### src/rtl/lzrw1_item_parser_if.sv
// Byte-stream input and item-stream output bundle of the LZRW1 item parser.
// The slave modport is the parser's view; the master modport is the stream source / item sink.
interface lzrw1_item_parser_if;
  logic [7:0]  byte_in;
  logic        byte_valid;
  logic        byte_last;
  logic        byte_ready;
  logic [15:0] item_data;
  logic        item_is_copy;
  logic        item_valid;
  logic        item_last;
  logic        downstream_busy;
  logic        format_error;

  modport slave (
    input  byte_in, byte_valid, byte_last, downstream_busy,
    output byte_ready, item_data, item_is_copy, item_valid, item_last, format_error
  );

  modport master (
    output byte_in, byte_valid, byte_last, downstream_busy,
    input  byte_ready, item_data, item_is_copy, item_valid, item_last, format_error
  );
endinterface

### src/rtl/lzrw1_item_parser.sv
// Splits an LZRW1 compressed byte stream into 16-bit literal/copy items, one
// control bit per item taken from a little-endian 16-bit control word.
module lzrw1_item_parser #(
  parameter int ITEMS_PER_GROUP = 16
) (
  input  logic                 clock,
  input  logic                 reset,
  lzrw1_item_parser_if.slave   bus
);

  localparam int IDX_W = (ITEMS_PER_GROUP > 1) ? $clog2(ITEMS_PER_GROUP) : 1;
  localparam logic [IDX_W-1:0] LAST_IDX = IDX_W'(ITEMS_PER_GROUP - 1);

  localparam logic [2:0] CTRL_LO = 3'd0;
  localparam logic [2:0] CTRL_HI = 3'd1;
  localparam logic [2:0] ITEM_B0 = 3'd2;
  localparam logic [2:0] ITEM_B1 = 3'd3;
  localparam logic [2:0] EMIT    = 3'd4;

  logic [2:0]       state;
  logic [15:0]      ctrl;
  logic [IDX_W-1:0] item_idx;
  logic [15:0]      item_data;
  logic             item_is_copy;
  logic             item_last;
  logic             format_error;
  logic             byte_xfer;
  logic             item_xfer;

  assign bus.byte_ready   = (state != EMIT);
  assign bus.item_valid   = (state == EMIT);
  assign bus.item_data    = item_data;
  assign bus.item_is_copy = item_is_copy;
  assign bus.item_last    = item_last;
  assign bus.format_error = format_error;

  assign byte_xfer = bus.byte_valid && (state != EMIT);
  assign item_xfer = (state == EMIT) && !bus.downstream_busy;

  always_ff @(posedge clock or negedge reset) begin
    if (!reset) begin
      state        <= CTRL_LO;
      ctrl         <= '0;
      item_idx     <= '0;
      item_data    <= '0;
      item_is_copy <= 1'b0;
      item_last    <= 1'b0;
      format_error <= 1'b0;
    end else begin
      case (state)
        CTRL_LO: if (byte_xfer) begin
          // A stream cannot end on the first half of a control word.
          if (bus.byte_last) begin
            format_error <= 1'b1;
          end else begin
            ctrl[7:0] <= bus.byte_in;
            state     <= CTRL_HI;
          end
        end
        CTRL_HI: if (byte_xfer) begin
          ctrl[15:8] <= bus.byte_in;
          item_idx   <= '0;
          state      <= bus.byte_last ? CTRL_LO : ITEM_B0;
        end
        ITEM_B0: if (byte_xfer) begin
          if (!ctrl[item_idx]) begin
            item_data    <= {8'h00, bus.byte_in};
            item_is_copy <= 1'b0;
            item_last    <= bus.byte_last;
            state        <= EMIT;
          end else if (bus.byte_last) begin
            // Half a copy item: drop it and wait for a fresh control word.
            format_error <= 1'b1;
            state        <= CTRL_LO;
          end else begin
            item_data[15:8] <= bus.byte_in;
            state           <= ITEM_B1;
          end
        end
        ITEM_B1: if (byte_xfer) begin
          item_data[7:0] <= bus.byte_in;
          item_is_copy   <= 1'b1;
          item_last      <= bus.byte_last;
          state          <= EMIT;
        end
        EMIT: if (item_xfer) begin
          if (item_last || (item_idx == LAST_IDX)) begin
            state <= CTRL_LO;
          end else begin
            item_idx <= item_idx + 1'b1;
            state    <= ITEM_B0;
          end
        end
        default: state <= CTRL_LO;
      endcase
    end
  end

endmodule

### src/flat_wrapper.sv
// flat-port wrapper written by rule: the top's interface ports become plain ports
module lzrw1_item_parser_flat 
#(
  parameter int ITEMS_PER_GROUP = 16
)
  (clock, reset, bus_byte_in, bus_byte_valid, bus_byte_last, bus_downstream_busy, bus_byte_ready, bus_item_data, bus_item_is_copy, bus_item_valid, bus_item_last, bus_format_error);
  lzrw1_item_parser_if bus_i ();
  input  logic clock;
  input  logic reset;
  input wire logic [$bits(bus_i.byte_in)-1:0] bus_byte_in;
  input wire logic [$bits(bus_i.byte_valid)-1:0] bus_byte_valid;
  input wire logic [$bits(bus_i.byte_last)-1:0] bus_byte_last;
  input wire logic [$bits(bus_i.downstream_busy)-1:0] bus_downstream_busy;
  output wire logic [$bits(bus_i.byte_ready)-1:0] bus_byte_ready;
  output wire logic [$bits(bus_i.item_data)-1:0] bus_item_data;
  output wire logic [$bits(bus_i.item_is_copy)-1:0] bus_item_is_copy;
  output wire logic [$bits(bus_i.item_valid)-1:0] bus_item_valid;
  output wire logic [$bits(bus_i.item_last)-1:0] bus_item_last;
  output wire logic [$bits(bus_i.format_error)-1:0] bus_format_error;
  assign bus_i.byte_in = bus_byte_in;
  assign bus_i.byte_valid = bus_byte_valid;
  assign bus_i.byte_last = bus_byte_last;
  assign bus_i.downstream_busy = bus_downstream_busy;
  assign bus_byte_ready = bus_i.byte_ready;
  assign bus_item_data = bus_i.item_data;
  assign bus_item_is_copy = bus_i.item_is_copy;
  assign bus_item_valid = bus_i.item_valid;
  assign bus_item_last = bus_i.item_last;
  assign bus_format_error = bus_i.format_error;
  lzrw1_item_parser #(.ITEMS_PER_GROUP(ITEMS_PER_GROUP)) u_core (.clock(clock), .reset(reset), .bus(bus_i));
endmodule
### config.mk
export PLATFORM = sky130hd
export DESIGN_NAME = lzrw1_item_parser_flat
export DESIGN_NICKNAME = d
export VERILOG_FILES = /design/src/rtl/lzrw1_item_parser_if.sv /design/src/rtl/lzrw1_item_parser.sv /design/src/flat_wrapper.sv
export SDC_FILE = /design/constraint.sdc
export NUM_CORES = 1
export LEC_CHECK = 0
export BUFFER_PORTS_ARGS = -buffer_cell sky130_fd_sc_hd__buf_2
export CAP_MARGIN = 20
export CORE_ASPECT_RATIO = 1.4
export CORE_MARGIN = 2
export CORE_UTILIZATION = 55
export DETAILED_ROUTE_END_ITERATION = 7
export PLACE_DENSITY = 0.78
export SLEW_MARGIN = 20
export SYNTH_ARGS = -nofsm -noshare
export SYNTH_HDL_FRONTEND = slang
export SYNTH_SLANG_ARGS = --single-unit
### constraint.sdc
create_clock -name clock -period 3.46 [get_ports clock]
set_clock_uncertainty 0.05 [all_clocks]
set_input_delay 0.692 -clock clock [delete_from_list [all_inputs] [get_ports clock]]
set_output_delay 0.692 -clock clock [all_outputs]
set_load 0.01 [all_outputs]
======== Word-level counts from Yosys, hierarchy flattened ========
Index checks and enable logic that the tools add are counted.
W data, S select, Z words.
storage, ports and cells
  word-level logic and storage cells ...... 79
  register bits after elaboration ......... 42
  output and inout bits ................... 21
  input bits .............................. 13
cells by class
  bitwise operators ....................... 1
  reduce and logical (&&, ||, !) cells .... 15
  magnitude comparators ................... 1
  add/subtract/negate cells ............... 1
  multiplexer cells ....................... 36
  eq/ne operators ......................... 16
operators with widths
  operator               count
  $mux W8                5
  $mux W3                7
  $pmux W8 S2            1
  $pmux W3 S5            1
  $mux W4                3
  $ne A2 B1 Y1 const B   6
  $reduce_and A4 Y1      3
  $mux W1                11
  $ne A2 B2 Y1 const B   4
  $pmux W4 S2            1
  $eq A3 B2 Y1 const B   2
  $mux W2                3
  $pmux W1 S2            3
  $reduce_and A3 Y1      2
  $reduce_and A6 Y1      1
  $reduce_bool A2 Y1     3
  $lt A4 B5 Y1 const B   1
  $add A4 B1 Y4 const B  1
  $bmux W1 S4            1
  $eq A4 B4 Y1 const B   1
  $eq A3 B1 Y1 const B   1
  $eq A3 B3 Y1 const B   1
  $logic_not A3 Y1       1
  $ne A3 B3 Y1 const B   1
  other kinds (5)        6

======== Logic depth before layout (Yosys ltp) ========
Gate-level depths: netlist of the first run.
  depth after elaboration ................. 5
  gate-level depth with buffers ........... 8
  depth with buffers taken out ............ 7

======== Worst setup path before layout of the first run ========
No wires, ideal clock.
  path kind ............................... input -> register
  from .................................... input port bus_byte_valid
  to ...................................... register u_core.item_data[0] (netlist: u_core.bus.item_data[0])
  path slack .............................. 1.528 ns
  arrival time ............................ 1.755 ns
  buffers on the path ..................... 2
  cell stages on the path ................. 6
  cells stage by stage .................... buf_2 > inv_1 > nor3b_1 > o211ai_1 > buf_4 > mux2_1
between the ends
  cells in the longest elaborated chain, start to end .. 3
RTL lines
  element                               line                     RTL
  from (decl)                           flat_wrapper.sv:11       input wire logic [$bits(bus_i.byte_valid)-1:0] bus_byte_valid;
  $logic_and A1 B1 Y1 *                 lzrw1_item_parser.sv:37  assign byte_xfer = bus.byte_valid && (state != EMIT);
  $ne A2 B1 Y1 (no source line)         --
  $reduce_and A4 Y1 (no source line) *  --
  to (signal assigned)                  lzrw1_item_parser.sv:67  item_data <= {8'h00, bus.byte_in};
  to (signal assigned)                  lzrw1_item_parser.sv:81  item_data[7:0] <= bus.byte_in;
  to (decl)                             lzrw1_item_parser.sv:23  logic [15:0] item_data;
Every way passes the cells marked *; elsewhere a longest branch is shown, timed or not.
A chain may end at the register's enable or synchronous reset.

======== Final worst setup path of the first run ========
  from .................................... register u_core.item_idx[0]
  to ...................................... register u_core.item_data[5] (netlist: u_core.bus.item_data[5])
between the ends
  cells in the longest elaborated chain, start to end .. 4
RTL lines
  element                             line                     RTL
  from (decl)                         lzrw1_item_parser.sv:22  logic [IDX_W-1:0] item_idx;
  from (signal assigned)              lzrw1_item_parser.sv:90  item_idx <= item_idx + 1'b1;
  $bmux W1 S4                         lzrw1_item_parser.sv:66  if (!ctrl[item_idx]) begin
  $mux W1 (not written as such)       lzrw1_item_parser.sv:66
  $ne A2 B2 Y1 (no source line)       --
  $reduce_and A4 Y1 (no source line)  --
No other way between the ends. The select of a mux whose other input is x is not followed.

==> impl_results.md, run 1 <==
* Run status: finished, final reports clean
* Proportion of netlist area held by the largest area contributor at 0.5012
* Count of flip-flops with a built-in enable after synthesis at 0
* Layout net count at 214
* Mean instance size in the synthesized netlist at 12.26 µm²
* Arrival time at the worst endpoint at 2.66 ns
* Via count of the first global-routing pass at 1515
* Type of element capturing the critical path: flop
* Syn-to-layout area delta at 10.98%
* Total number of cells along the worst setup path at 6
* Type of the worst min-delay path: flop to flop
* Number of routed nets with antenna violations at 0
* Final Routed Wirelength at 4445 µm
* Post-route insts no fill at between 200 and 250
* Initial Utilization at 0.5755
* Die width at 56.19 µm
* Top Family by Delay on Critical Path: flip-flops
* Endpoint of the worst hold path: u_core.bus.format_error
* Clock latency on the worst-skew pair at approximately 0.30 ns
* Number of vias after detailed routing at 1479
* Final global-route overflow total at 0
* Number of H-tree levels at 2
* Sum of negative setup slack at 0 ns
* Slew of the pin with the lowest slew margin at 0.8925 ns
* Largest fanout of any net on the critical path at 16
* Launch instance of the worst min-delay path: u_core.bus.format_error
* Post-detailed-route wirelength per cell at 18.29 µm
* Capturing point of the worst reg2reg path: u_core.bus.item_data[5]
* Diode insertion count for antenna repair at 0
* Number of buffers and inverters on the critical path at 1
* Kind of start point of the critical path: flop
* Share of layout cells above drive strength 1 at 0.3085
* All-layer global routing usage at 0.2237
* Master cell of the clock root buffer: sky130_fd_sc_hd__clkbuf_8
* Post-CTS repair timing setup buffer count at 0
* Maximum ir drop on the vdd rail at 565.3 µV
* Total iterations of the first detailed-routing run at 4
* Number of hold-slack violations in the final timing report at 0
* Top cell type by total area after synthesis: sky130_fd_sc_hd__dfrtp_1
* Initial antenna violation count at 0
* Minimum hold slack at 0.4331 ns
* Cell count after synthesis at approximately 170
* Launching point of the worst reg2reg path: u_core.item_idx[0]
* Clock slew seen by the registers of the worst setup and hold paths at 0.08 ns
* Row cnt at 26
* Final worst path period share at 0.7309
* Crit-path max cell delay at 0.76 ns
* Highest-count cells in the layout ignoring fill and taps: sky130_fd_sc_hd__dfrtp_1 (42), sky130_fd_sc_hd__buf_2 (33), sky130_fd_sc_hd__mux2i_1 (17), sky130_fd_sc_hd__mux2_2 (17), sky130_fd_sc_hd__nor2_1 (10)
* Count of placed standard cells including taps at 234
* Cts hold-fix bufs at 0
* Post-synthesis sequential element count at 42
* Number of cells on the worst hold path at 1
* Predominant post-synthesis flop cell: sky130_fd_sc_hd__dfrtp_1
* Maximum number of pins on one net before global-route repair at 43
* Sinks on the clock net at between 40 and 50
* Register-to-Register Path Depth at 6
* Slew HR at 0.4050
* Post-CTS resize count at 0
* Maximum achievable frequency at approximately 400 MHz
* TritonCTS clock tree: built
* Most frequent standard cell in the layout excluding fill and tap cells: sky130_fd_sc_hd__dfrtp_1
* Iteration-0 DRC count of the detailed router at between 70 and 80
* Die extent in y at 77.06 µm
* Post-DR vias/cell at between 6 and 7
* Routability congestion estimate at 0.8924
* # setup viols final at 0
* Min Clock Period, post-route at 2.529 ns
* CTS buffer count at 5
* Worst-case register-to-register setup slack at just over 0.9 ns
* Net Count, Synth at 185
* Share of the core filled with cells at 0.6387
* Cell with the biggest individual delay on the critical path: sky130_fd_sc_hd__dfrtp_1
* Worst-case clock buffer depth at 2
* Leakage component of the power at around 1.1 nW
* Share of flip-flops with an asynchronous set or reset after synthesis at 1.000
* Remaining design rule violation count at 0
* Count of unique library cells instantiated by Yosys at 41
* Synthesized cell area at between 0.002 and 0.0025 mm²
* Max-capacitance violation count at 0
* Core area at 0.003643 mm²
* # fillers at 294
* First-pass GRT wire length at 7403 µm
* Cell Chain, Critical Path: nor2b_1 -> a22oi_1 -> nand4_1 -> o211ai_1 -> buf_4 -> mux2_1
* Final slew viol count at 0
* Ranking of synthesized cells by area: sky130_fd_sc_hd__dfrtp_1 (50%), sky130_fd_sc_hd__mux2_2 (9.1%), sky130_fd_sc_hd__mux2i_1 (8.1%)
* Critical setup path kind: flop to flop
* Number of I/O pins at 34
* Area of the die at 0.004330 mm²
* Sequential area share after synthesis at 0.5012
* Half-perimeter wire length of the detailed placement result at 3175 µm
* Areal power density over the cells at 880.2 mW/mm²
* RSZ-0062 raised after global routing: no
* Required time at the endpoint of the critical path at roughly 3.6 ns
* Port Buffer Count at 33
* Number of warnings issued by yosys at 0
-- worst max-delay path by stage --
| stage | start | to | slack [ns] |
|---|---|---|---|
| after detailed placement | u_core.item_idx[0] | u_core.bus.item_data[6] | 0.67 |
| final | u_core.item_idx[0] | u_core.bus.item_data[5] | 0.93 |
| after global routing | u_core.item_idx[0] | u_core.bus.item_data[2] | 0.78 |
| after CTS | u_core.item_idx[0] | u_core.bus.item_data[6] | 0.69 |
| after floorplan | bus_byte_valid | u_core.bus.item_data[0] | 1.53 |
| after global placement | u_core.item_idx[0] | u_core.bus.item_data[6] | 0.82 |
-- metrics by stage --
| step | setup WS [ns] | power (mW) | area [µm²] |
|---|---|---|---|
| floorplan | 1.528 | 1.513 | 2097 |
| global placement | 0.8187 | 1.693 | 2233 |
| detailed placement | 0.6722 | 1.741 | 2233 |
| CTS | 0.6929 | 2.056 | 2320 |
| global route | 0.7809 | 2.188 | 2327 |
| finish | 0.9312 | 2.048 | 2327 |
-- sequential cells by signal, summed over array words and instances (netlist names) --
signal and count:
u_core.bus.item_is_copy 1, u_core.bus.item_data 16, u_core.ctrl 16, u_core.bus.format_error 1
u_core.state 3, u_core.item_idx 4, u_core.bus.item_last 1
-- cell usage after synthesis, types with 2 or more instances --
master	instances
sky130_fd_sc_hd__o211ai_1	2
sky130_fd_sc_hd__nand3_1	5
sky130_fd_sc_hd__mux2_1	8
sky130_fd_sc_hd__buf_4	2
sky130_fd_sc_hd__mux2_2	17
sky130_fd_sc_hd__a21oi_1	3
sky130_fd_sc_hd__mux2i_1	17
sky130_fd_sc_hd__a22o_1	9
sky130_fd_sc_hd__nand2_1	7
sky130_fd_sc_hd__nand2b_1	2
sky130_fd_sc_hd__dfrtp_1	42
sky130_fd_sc_hd__nand4_1	4
sky130_fd_sc_hd__nor2_1	10
sky130_fd_sc_hd__clkbuf_1	4
sky130_fd_sc_hd__a22oi_1	4
sky130_fd_sc_hd__inv_1	2
sky130_fd_sc_hd__xor2_1	2
sky130_fd_sc_hd__buf_2	4
sky130_fd_sc_hd__nor2b_1	5
-- kinds of logic after synthesis --
kind of cell,after synthesis,share of synthesized area
DFF,42,0.5012
muxes,42,0.2154
xor gates and xnor gates,3,0.01253
adders and majority gates,1,0.005966
and+or+nand+nor,43,0.1199
buffers and inverters,15,0.04415
AOI/OAI and AO/OA,25,0.1008
-- area by class of cell --
| cell class | count | area [µm²] | share of cell area |
|---|---|---|---|
| multi-input cells | 114 | 953.4 | 0.4097 |
| flip-flops and latches | 42 | 1051 | 0.4516 |
| inverters | 3 | 11.26 | 0.004839 |
| repair buffers | 34 | 172.7 | 0.07419 |
| clock buffers | 6 | 72.57 | 0.03118 |
| clock inverters | 2 | 13.76 | 0.005914 |
| well taps | 42 | 52.55 | 0.02258 |
-- report_power, final --
group	internal, mW	leakage [nW]	switching [mW]
Sequential	0.714	0.521	0.249
Combinational	0.413	0.533	0.363
Clock	0.142	0.0452	0.167
-- metal layers --
| metal | vias up | routed length (µm) | track usage |
|---|---|---|---|
| met4 | 0 | 145 | 0.1071 |
| met2 | 40 | 2317 | 0.3800 |
| met3 | 11 | 159 | 0.05396 |
| met5 | - | 0 | 0 |
| li1 | 681 | - | - |
| met1 | 747 | 1823 | 0.2621 |
(Power assumes the default switching activity.)
==> inputs of run 2 (changes only) <==
==> constraint.sdc (replaced) <==
create_clock -name clock -period 2.5 [get_ports clock]
set_clock_uncertainty 0.05 [all_clocks]
set_input_delay 0.5 -clock clock [delete_from_list [all_inputs] [get_ports clock]]
set_output_delay 0.5 -clock clock [all_outputs]
set_load 0.01 [all_outputs]
==> run 2 against run 1 <==
Total power up 40%. Worst hold slack lost 0.16 ns. Sequential cell count is the same. Critical path depth shrank 1. Global-route usage rose by 0.082 points. Fmax rose by 8.7%. Combinational power grew 40%. Via count is 2.0% higher. Register-to-register slack got worse by 0.76 ns.
==> impl_results.md, run 2 (synthesized netlist as in run 1, its figures left out) <==
* Run status: finished, final reports clean
* Layout net count at 217 (+1.4%)
* Required time at the endpoint of the critical path at 2.69 ns (-0.90 ns)
* Final Routed Wirelength at 4458 µm (+0.29%)
* Area of the die at 0.004330 mm² (unchanged)
* Type of element capturing the critical path: flop
* Sinks on the clock net at 42 (unchanged)
* Clock group share of total power at 0.153 (+0.002)
* Leakage component of the power at 1.112 nW (+1.2%)
* Die extent in y at 77.06 µm (unchanged)
* Post-detailed-route wirelength per cell at 18.12 µm (-0.93%)
* Register-to-Register Path Depth at 5 (-1)
* Number of I/O pins at 34 (unchanged)
* Clock slew seen by the registers of the worst setup and hold paths at 0.08 ns (about the same)
* Post-CTS resize count at 0 (unchanged)
* Combinational share of power at 0.380 (about the same)
* Arrival time at the worst endpoint at 2.52 ns (-0.14 ns)
* Syn-to-layout area delta at 12.05%
* Remaining design rule violation count at 0 (unchanged)
* Initial Utilization at 0.5755 (unchanged)
* Post-CTS repair timing setup buffer count at 0 (unchanged)
* Number of H-tree levels at 2 (unchanged)
* Design internal power at 1.767 mW (+39%)
* Type of the worst min-delay path: input pin to asynchronous set/reset pin
* Min Clock Period, post-route at 2.326 ns (-0.2031 ns)
* Kind of start point of the critical path: flop
* Total Power at 2.859 mW (+40%)
* Power spent charging and discharging nets at 1.092 mW (+40%)
* Cts hold-fix bufs at 0 (unchanged)
* First-pass GRT wire length at 7383 µm (-0.27%)
* Sequential standard cell area at 0.001051 mm² (unchanged)
* Largest regs: u_core.bus.item_data (16), u_core.ctrl (16), u_core.item_idx (4)
* Iteration-0 DRC count of the detailed router at 46 (-40%)
* Largest fanout of any net on the critical path at 16 (unchanged)
* TritonCTS clock tree: built
* Number of hold-slack violations in the final timing report at 0 (unchanged)
* Share of layout cells above drive strength 1 at 0.3186 (+0.01017)
* Post-route insts no fill at 246 (+1.2%)
* Sum of negative setup slack at 0 ns (unchanged)
* Final slew viol count at 0 (unchanged)
* Proportion of total power due to net switching at 0.3821 (+0.001779)
* Port Buffer Count at 33 (unchanged)
* CTS buffer count at 5 (unchanged)
* RSZ-0062 raised after global routing: no
* Areal power density over the cells at 1217 mW/mm² (+38%)
* Via count of the first global-routing pass at 1527 (+0.79%)
* Count of placed standard cells including taps at 238 (+1.7%)
* Die width at 56.19 µm (unchanged)
* Max-capacitance violation count at 0 (unchanged)
* Post-DR vias/cell at 6.134 (+0.78%)
* Final worst path period share at 0.9303 (+0.1994)
* Worst-case clock buffer depth at 2 (unchanged)
* Maximum ir drop on the vdd rail at 695.2 µV (+23%)
* Master cell of the clock root buffer: sky130_fd_sc_hd__clkbuf_8
* Row cnt at 26 (unchanged)
* # setup viols final at 0 (unchanged)
* Maximum number of pins on one net before global-route repair at 43 (unchanged)
* Clock latency on the worst-skew pair at 0.30 ns (about the same)
* Diode insertion count for antenna repair at 0 (unchanged)
* Total iterations of the first detailed-routing run at 4 (unchanged)
* Sequential share of power at 0.467 (-0.003)
* Half-perimeter wire length of the detailed placement result at 3206 µm (+0.98%)
* Maximum achievable frequency at 430.0 MHz (+8.7%)
* # fillers at 295 (+0.34%)
* Slew HR at 0.3965 (-0.008508)
* Routability congestion estimate at 0.8983 (+0.66%)
* Slew of the pin with the lowest slew margin at 0.9053 ns (+0.01276 ns)
* Final global-route overflow total at 0 (unchanged)
* Multi-input gate area in the final layout at 953.4 µm² (unchanged)
* Number of routed nets with antenna violations at 0 (unchanged)
* Number of vias after detailed routing at 1509 (+2.0%)
* All-layer global routing usage at 0.2245 (+0.0008235)
* Most frequent standard cell in the layout excluding fill and tap cells: sky130_fd_sc_hd__dfrtp_1
* Highest-count cells in the layout ignoring fill and taps: sky130_fd_sc_hd__dfrtp_1 (42), sky130_fd_sc_hd__buf_2 (33), sky130_fd_sc_hd__mux2i_1 (17), sky130_fd_sc_hd__mux2_2 (17), sky130_fd_sc_hd__nor2_1 (10)
* Critical setup path kind: flop to flop
* Initial antenna violation count at 0 (unchanged)
* Core area at 0.003643 mm² (unchanged)
-- run 2: metrics by stage --
step / hold slack, ns / util / area, µm² / setup WS [ns]
2_1_floorplan: 0.1544 / - / 2097 / 0.6904
3_3_place_gp: 0.4034 / 0.6212 / 2263 / 0.3119
3_5_place_dp: 0.4206 / 0.6212 / 2263 / 0.2512
4_1_cts: 0.3083 / 0.6449 / 2350 / 0.2294
5_1_grt: 0.3589 / 0.6449 / 2350 / 0.04772
6_report: 0.2737 / 0.6449 / 2350 / 0.1742
-- run 2: routing by layer --
layer / up-vias / wire length [µm] / track usage
li1: 692 / - / -
met1: 754 / 1799 / 0.2523
met2: 51 / 2320 / 0.3894
met3: 12 / 202 / 0.04890
met4: 0 / 135 / 0.1214
met5: - / 0 / 0
-- run 2: worst paths after layout --
kind                            slack, ns               startpoint                  endpoint
worst max-delay path                 0.17       u_core.item_idx[0]  u_core.bus.item_data[13]
worst min-delay path                 0.27                    reset        u_core.item_idx[3]
worst max register to register       0.17       u_core.item_idx[0]  u_core.bus.item_data[13]
worst min register to register       0.43  u_core.bus.format_error   u_core.bus.format_error
max in group asynchronous            1.56                    reset   u_core.bus.format_error
min in group clock                   0.37      bus_downstream_busy           u_core.state[2]
-- run 2: power groups by stage --
stage	Combinational, mW	Clock (mW)	Sequential [mW]
2_1_floorplan	0.865	0	1.23
3_3_place_gp	1.04	0	1.32
3_5_place_dp	1.08	0	1.34
4_1_cts	1.09	0.445	1.33
5_1_grt	1.19	0.472	1.38
6_report	1.09	0.439	1.33
-- run 2: worst max-delay path, cell delays in order (launching register included) --
cell and delay, ns:
sky130_fd_sc_hd__dfrtp_1 0.77, sky130_fd_sc_hd__mux2i_1 0.17, sky130_fd_sc_hd__a22oi_1 0.28, sky130_fd_sc_hd__nand4_2 0.18, sky130_fd_sc_hd__a221oi_4 0.57, sky130_fd_sc_hd__a22o_1 0.24
-- run 2: cell type report --
cell class                      count  share of cell area
Inverter                            3            0.004792
Multi-Input combinational cell    114              0.4058
Clock inverter                      2            0.005857
Sequential cell                    42              0.4473
Timing Repair Buffer               37             0.08307
Tap cell                           42             0.02236
Clock buffer                        6             0.03088
